[src/rtl/hazard_scoreboard_if.sv]
// ID/EX hazard-control bundle between the pipeline (master) and the scoreboard unit (slave).
interface hazard_scoreboard_if #(parameter int REG_ADDR_W = 4);
  logic [REG_ADDR_W-1:0] rs1_ID, rs2_ID, rd_EX;
  logic                  Read_Enable_1_ID, Read_Enable_2_ID;
  logic                  Write_Enable_EX, I_Type_EX, Mem_WR_EX;
  logic                  Is_Address_Taken;
  logic                  Do_Stall;
  logic [1:0]            MUX_IF_PM;
  logic                  MUX_ID_PM;

  modport master (
    output rs1_ID, rs2_ID, rd_EX, Read_Enable_1_ID, Read_Enable_2_ID,
           Write_Enable_EX, I_Type_EX, Mem_WR_EX, Is_Address_Taken,
    input  Do_Stall, MUX_IF_PM, MUX_ID_PM
  );

  modport slave (
    input  rs1_ID, rs2_ID, rd_EX, Read_Enable_1_ID, Read_Enable_2_ID,
           Write_Enable_EX, I_Type_EX, Mem_WR_EX, Is_Address_Taken,
    output Do_Stall, MUX_IF_PM, MUX_ID_PM
  );
endinterface

[src/rtl/hazard_scoreboard_unit.sv]
// Multi-cycle load-use hazard scoreboard driving IF/ID and ID/EX register muxes.
// Optional STALL_PERF_CNT_EN adds saturating stall/flush cycle counters.
module hazard_scoreboard_unit #(
  parameter int REG_ADDR_W = 4,
  parameter int LOAD_LAT   = 1,
  parameter int R0_IS_ZERO = 0,
  parameter int CNT_W      = 16
) (
  input  logic              clk,
  input  logic              rst_n,
`ifdef STALL_PERF_CNT_EN
  output logic [CNT_W-1:0]  Stall_Count,
  output logic [CNT_W-1:0]  Flush_Count,
`endif
  hazard_scoreboard_if.slave hs
);
  localparam int NREG = 1 << REG_ADDR_W;
  localparam int BW   = (LOAD_LAT > 1) ? $clog2(LOAD_LAT) : 1;
  localparam logic [BW-1:0] LOAD_INIT = BW'(LOAD_LAT - 1);

  logic [BW-1:0] busy [NREG];
  logic          load_EX, hz1, hz2, stall;

  assign load_EX = hs.Write_Enable_EX & hs.I_Type_EX & ~hs.Mem_WR_EX;

  // The load in EX covers its own cycle; the counter covers the LOAD_LAT-1 that follow.
  always_ff @(posedge clk or negedge rst_n) begin
    if (!rst_n) begin
      for (int r = 0; r < NREG; r++) busy[r] <= '0;
    end else begin
      for (int r = 0; r < NREG; r++) begin
        if (load_EX && hs.rd_EX == REG_ADDR_W'(r)) busy[r] <= LOAD_INIT;
        else if (busy[r] != '0)                    busy[r] <= busy[r] - BW'(1);
      end
    end
  end

  assign hz1 = !((R0_IS_ZERO != 0) && hs.rs1_ID == '0) &&
               ((load_EX && hs.rs1_ID == hs.rd_EX) || busy[hs.rs1_ID] != '0);
  assign hz2 = !((R0_IS_ZERO != 0) && hs.rs2_ID == '0) &&
               ((load_EX && hs.rs2_ID == hs.rd_EX) || busy[hs.rs2_ID] != '0);

  // Outputs are forced inactive while reset is held, whatever the inputs do.
  assign stall       = rst_n & ((hs.Read_Enable_1_ID & hz1) | (hs.Read_Enable_2_ID & hz2));
  assign hs.Do_Stall = stall;

  always_comb begin
    hs.MUX_IF_PM = 2'b00;
    hs.MUX_ID_PM = 1'b0;
    if (rst_n && hs.Is_Address_Taken) begin
      hs.MUX_IF_PM = 2'b01;
      hs.MUX_ID_PM = 1'b1;
    end else if (stall) begin
      hs.MUX_IF_PM = 2'b10;
      hs.MUX_ID_PM = 1'b1;
    end
  end

`ifdef STALL_PERF_CNT_EN
  always_ff @(posedge clk or negedge rst_n) begin
    if (!rst_n) begin
      Stall_Count <= '0;
      Flush_Count <= '0;
    end else begin
      if (stall && !hs.Is_Address_Taken && Stall_Count != '1) Stall_Count <= Stall_Count + CNT_W'(1);
      if (hs.Is_Address_Taken && Flush_Count != '1)           Flush_Count <= Flush_Count + CNT_W'(1);
    end
  end
`endif
endmodule

[src/flat_wrapper.sv]
// flat-port wrapper written by rule: the top's interface ports become plain ports
module hazard_scoreboard_unit_flat 
#(
  parameter int REG_ADDR_W = 4,
  parameter int LOAD_LAT   = 1,
  parameter int R0_IS_ZERO = 0,
  parameter int CNT_W      = 16
)
  (clk, rst_n, hs_rs1_ID, hs_rs2_ID, hs_rd_EX, hs_Read_Enable_1_ID, hs_Read_Enable_2_ID, hs_Write_Enable_EX, hs_I_Type_EX, hs_Mem_WR_EX, hs_Is_Address_Taken, hs_Do_Stall, hs_MUX_IF_PM, hs_MUX_ID_PM);
  hazard_scoreboard_if #(.REG_ADDR_W(REG_ADDR_W)) hs_i ();
  input  logic clk;
  input  logic rst_n;
  input wire logic [$bits(hs_i.rs1_ID)-1:0] hs_rs1_ID;
  input wire logic [$bits(hs_i.rs2_ID)-1:0] hs_rs2_ID;
  input wire logic [$bits(hs_i.rd_EX)-1:0] hs_rd_EX;
  input wire logic [$bits(hs_i.Read_Enable_1_ID)-1:0] hs_Read_Enable_1_ID;
  input wire logic [$bits(hs_i.Read_Enable_2_ID)-1:0] hs_Read_Enable_2_ID;
  input wire logic [$bits(hs_i.Write_Enable_EX)-1:0] hs_Write_Enable_EX;
  input wire logic [$bits(hs_i.I_Type_EX)-1:0] hs_I_Type_EX;
  input wire logic [$bits(hs_i.Mem_WR_EX)-1:0] hs_Mem_WR_EX;
  input wire logic [$bits(hs_i.Is_Address_Taken)-1:0] hs_Is_Address_Taken;
  output wire logic [$bits(hs_i.Do_Stall)-1:0] hs_Do_Stall;
  output wire logic [$bits(hs_i.MUX_IF_PM)-1:0] hs_MUX_IF_PM;
  output wire logic [$bits(hs_i.MUX_ID_PM)-1:0] hs_MUX_ID_PM;
  assign hs_i.rs1_ID = hs_rs1_ID;
  assign hs_i.rs2_ID = hs_rs2_ID;
  assign hs_i.rd_EX = hs_rd_EX;
  assign hs_i.Read_Enable_1_ID = hs_Read_Enable_1_ID;
  assign hs_i.Read_Enable_2_ID = hs_Read_Enable_2_ID;
  assign hs_i.Write_Enable_EX = hs_Write_Enable_EX;
  assign hs_i.I_Type_EX = hs_I_Type_EX;
  assign hs_i.Mem_WR_EX = hs_Mem_WR_EX;
  assign hs_i.Is_Address_Taken = hs_Is_Address_Taken;
  assign hs_Do_Stall = hs_i.Do_Stall;
  assign hs_MUX_IF_PM = hs_i.MUX_IF_PM;
  assign hs_MUX_ID_PM = hs_i.MUX_ID_PM;
  hazard_scoreboard_unit #(.REG_ADDR_W(REG_ADDR_W), .LOAD_LAT(LOAD_LAT), .R0_IS_ZERO(R0_IS_ZERO), .CNT_W(CNT_W)) u_core (.clk(clk), .rst_n(rst_n), .hs(hs_i));
endmodule
[config.mk]
export PLATFORM = sky130hd
export DESIGN_NAME = hazard_scoreboard_unit_flat
export DESIGN_NICKNAME = d
export VERILOG_FILES = /design/src/rtl/hazard_scoreboard_if.sv /design/src/rtl/hazard_scoreboard_unit.sv /design/src/flat_wrapper.sv
export SDC_FILE = /design/constraint.sdc
export NUM_CORES = 1
export LEC_CHECK = 0
export CORE_AREA = 2 2 39 41
export DETAILED_ROUTE_END_ITERATION = 10
export DIE_AREA = 0 0 41 43
export PLACE_DENSITY = 0.45
export SYNTH_ARGS = -nofsm -noshare
export SYNTH_HDL_FRONTEND = slang
export SYNTH_SLANG_ARGS = --single-unit
[constraint.sdc]
create_clock -name clk -period 1.3 [get_ports clk]
set_input_delay 0.195 -clock clk [delete_from_list [all_inputs] [get_ports clk]]
set_output_delay 0.195 -clock clk [all_outputs]
set_load 0.1 [all_outputs]
After elaboration in Yosys (flattened, before gate mapping)
Cells that the tools add are included.

word-level totals
  output and inout bits = 4
  logic and storage cells = 124
  bits of input ports = 20
  register bits after elaboration = 16

cells by class
  equality and inequality tests = 17
  $lt $le $gt $ge = 2
  add/sub/neg operators = 16
  reduce and logical (&&, ||, !) cells = 22
  mux-type cells = 42
  bitwise operators = 9

operator list
  operator                                                          number
  1-bit two-way mux                                                 38
  4-bit == test (second input constant)                             8
  1-bit logical AND                                                 19
  4-bit by 3-bit == test with 1-bit output (second input constant)  4
  1-bit subtractor (second input constant)                          16
  5-bit greater-or-equal comparator (second input constant)         2
  4-bit inverter with 5-bit output                                  2
  1-bit binary-select mux with 4-bit select                         2
  4-bit by 2-bit == test with 1-bit output (second input constant)  2
  4-bit == test                                                     2
  1-bit AND                                                         5
  4-bit by 1-bit == test with 1-bit output (second input constant)  1
  4-bit zero test                                                   1
  2-bit two-way mux                                                 2
  1-bit logical OR                                                  2
  1-bit inverter                                                    1
  1-bit bitwise OR                                                  1

Logic depth before layout (Yosys ltp)
  word-level depth = 10
  mapped depth = 4
  mapped depth without buffers = 4

Worst setup path before layout
Ideal clock, no wire load.

  kind = in2out
  start = in hs_rd_EX[2]
  end = out hs_MUX_IF_PM[1]
  data arrival time = 1.671 ns
  slack = -0.566 ns
  buffers on the path = 0
  stages = 4
  path through = xor2_1 > nor4_2 > nand3_1 > a21oi_2

between the ends
  cells in the longest elaborated chain, start to end = 8

ends and longest elaborated chain
  what                                         RTL line                                                    RTL
  start: declaration                           flat_wrapper.sv:15                                          input wire logic [$bits(hs_i.rd_EX)-1:0] hs_rd_EX;
  4-bit == test, on equally long branches      hazard_scoreboard_unit.sv:39, hazard_scoreboard_unit.sv:41
  1-bit logical AND, on equally long branches  hazard_scoreboard_unit.sv:39, hazard_scoreboard_unit.sv:41
  1-bit logical OR, on equally long branches   hazard_scoreboard_unit.sv:39, hazard_scoreboard_unit.sv:41
  1-bit AND                                    hazard_scoreboard_unit.sv:44                                assign stall = rst_n & ((hs.Read_Enable_1_ID & hz1) | (hs.Read_Enable_2_ID & hz2));
  1-bit bitwise OR *                           hazard_scoreboard_unit.sv:44
  1-bit AND *                                  hazard_scoreboard_unit.sv:44
  2-bit two-way mux *                          hazard_scoreboard_unit.sv:53                                end else if (stall) begin
  2-bit two-way mux *                          hazard_scoreboard_unit.sv:50                                if (rst_n && hs.Is_Address_Taken) begin
  end: declaration                             flat_wrapper.sv:23                                          output wire logic [$bits(hs_i.MUX_IF_PM)-1:0] hs_MUX_IF_PM;

Mark *: on every way between the ends. The rest lies on a longest branch, timed or not.

Worst setup path in the final report
Same ends and word-level chain as after synthesis.

==> metrics.md <==
| Metric | Value |
|---|---|
| Hold buffer count at CTS | `0` |
| Final Worst Setup Slack | `-0.194 ns` |
| Startpoint types | `input pin` |
| Initial DRC Count | `1` |
| Max cap viols | `0` |
| CP Data Required Time | `1.11 ns` |
| Total GRT Usage | `0.0611` |
| Boundary Pins | `24` |
| Total number of vias | `226` |
| Chip width | `41 um` |
| Overflow after GRT | `0` |
| Core area | `1380 sq um` |
| Mean post-synth cell area | `7.58 sq um` |
| Number of global-route vias before repair | `218` |
| WHS Path Cells | `3` |
| Syn-to-layout area delta | `272%` |
| Run status | `complete, but fails checks` |
| Rel. slew slack | `0.844` |
| FF+latch count | `0` |
| Initial core utilization | `0.0986` |
| DRC Markers | `0` |
| Final GP Congestion | `0.621` |
| Max IR drop VDD | `0.0974 mV` |
| Power Density | `294 nW/um^2` |
| Sequential cell area | `0 sq um` |
| Clkbuf count | `0` |
| I/O Buffers | `23` |
| Placed inst area | `482 sq um` |
| Std cell rows | `14` |
| Leakage dissipation | `0.234 nW` |
| Critical Setup Path Class | `in2out` |
| Worst-margin pin slew | `0.232 ns` |
| Final hold violations | `0` |
| Layout cells sized above 1 | `0.652` |
| Sequential area share after synthesis | `0` |
| Drt wl/cell | `9.05 um` |
| Fin crit period | `1.49 ns` |
| Cell variety after synth | `9` |
| Ant. Diodes | `0` |
| Arrival time of the worst setup path | `1.30 ns` |
| Final setup viols | `3` |
| Cell count after synthesis | `18` |
| Post-route ant nets | `0` |
| TritonRoute pass-1 iters | `2` |
| Initial antenna violation count | `0` |
| Max Fclk | `669 MHz` |
| RSZ-0062 raised after global routing | `true` |
| DP HPWL | `530 um` |
| Die height | `43 um` |
| Synthesized Nets | `38` |
| DRT Wirelength | `561 um` |
| Worst-path maximum fanout | `3` |
| Worst setup EP type | `primary output` |
| Design area | `507 sq um` |
| Drt via density | `3.65` |
| Nets | `68` |
| First-pass GRT wire length | `807 um` |
| Fin util | `0.366` |
| Min-Delay Startpoint | `hs_Is_Address_Taken` |
| Cell area after synthesis | `136 sq um` |
| Max-slew violations | `0` |
| Die ar. | `1760 sq um` |
| Hold endpoint | `hs_MUX_IF_PM[1]` |
| Synth warn | `0` |
| Failing checks | `negative setup slack` |
| Largest net degree at the start of global routing | `4` |
| Crit share post-route | `1.15` |
| Hold crit path type | `in2out` |
## power by group
part | switching (W) | internal (W) | total [W]
Clock | 0 | 0 | 0
Combinational | 0.0000663 | 0.0000827 | 0.000149
Sequential | 0 | 0 | 0
Total | 0.0000663 | 0.0000827 | 0.000149
## cell type report
| class | count | area [sq um] |
|---|---|---|
| tap | 16 | 20.0 |
| multi-input combinational | 17 | 195 |
| timing repair buffer | 28 | 288 |
| inverter | 1 | 3.75 |
| fill | 147 | 877 |
## cell usage in the layout, fill, tap and decap left out, types with 2 or more instances in the layout
master / count
buf_12: 4
buf_2: 5
buf_4: 3
buf_6: 4
clkdlybuf4s15_1: 2
clkdlybuf4s50_1: 2
dlygate4sd2_1: 5
nand3_2: 3
xnor2_1: 2
xnor2_2: 2
xor2_2: 3
## kinds of logic after synthesis
group / share of synthesized area
buffers and inverters: 0.0275
and+or+nand+nor: 0.394
AOI/OAI and AO/OA: 0.0642
xor gates and xnor gates: 0.514
## worst max-delay path, stage by stage
cell and delay (ns):
buf_8 0.10, buf_4 0.12, buf_6 0.11, xnor2_2 0.10
and4_1 0.20, nand3_2 0.12, a21oi_4 0.17, buf_12 0.19
## timing repair
| item | in CTS | in global routing |
|---|---|---|
| buffers inserted | 0 | 1 |
| cloned | 0 | 0 |
| resized for setup | 52 | 5 |
| setup endpoints to repair | 3 | 3 |
| hold endpoints to repair | 0 | 0 |
| pin swaps | 14 | 4 |
## per-stage QoR
| stage | setup slack (ns) | total power [W] | cells | hold WS [ns] | TNS, ns |
|---|---|---|---|---|---|
| finish | -0.194 | 0.000149 | 62 | 0.858 | -0.456 |
| global route | -0.280 | 0.000157 | 62 | 0.883 | -0.652 |
| CTS | -0.198 | 0.000145 | 61 | 0.862 | -0.471 |
| detailed placement | -0.575 | 0.000149 | 61 | 1.13 | -1.54 |
| global placement | -0.543 | 0.000146 | 61 | 1.13 | -1.48 |
| floorplan | -0.280 | 0.0000550 | 18 | 0.484 | -0.472 |
## synth_stat cells
master | number | share of area
inv_1 | 1 | 0.027
and4b_1 | 1 | 0.073
a21oi_2 | 1 | 0.064
nand2_1 | 2 | 0.055
and4_1 | 1 | 0.064
xnor2_1 | 4 | 0.26
xor2_1 | 4 | 0.26
nand3_1 | 3 | 0.11
nor4_2 | 1 | 0.092
## worst max path at each step
stage | startpoint | endpoint | slack, ns
after floorplan | hs_rd_EX[2] | hs_MUX_IF_PM[1] | -0.28
after global placement | hs_rd_EX[2] | hs_MUX_IF_PM[1] | -0.54
after detailed placement | hs_rd_EX[2] | hs_MUX_IF_PM[1] | -0.57
after CTS | hs_rs2_ID[1] | hs_MUX_IF_PM[1] | -0.20
after global routing | hs_rd_EX[2] | hs_MUX_IF_PM[1] | -0.28
final | hs_rd_EX[2] | hs_MUX_IF_PM[1] | -0.19
## per-layer routing
metal  track usage  wire length, um
met2         0.128              336
met5             0                0
met3             0               65
met4             0                0
met1        0.0637              159
Note: power is estimated with default switching activity, not from simulation.
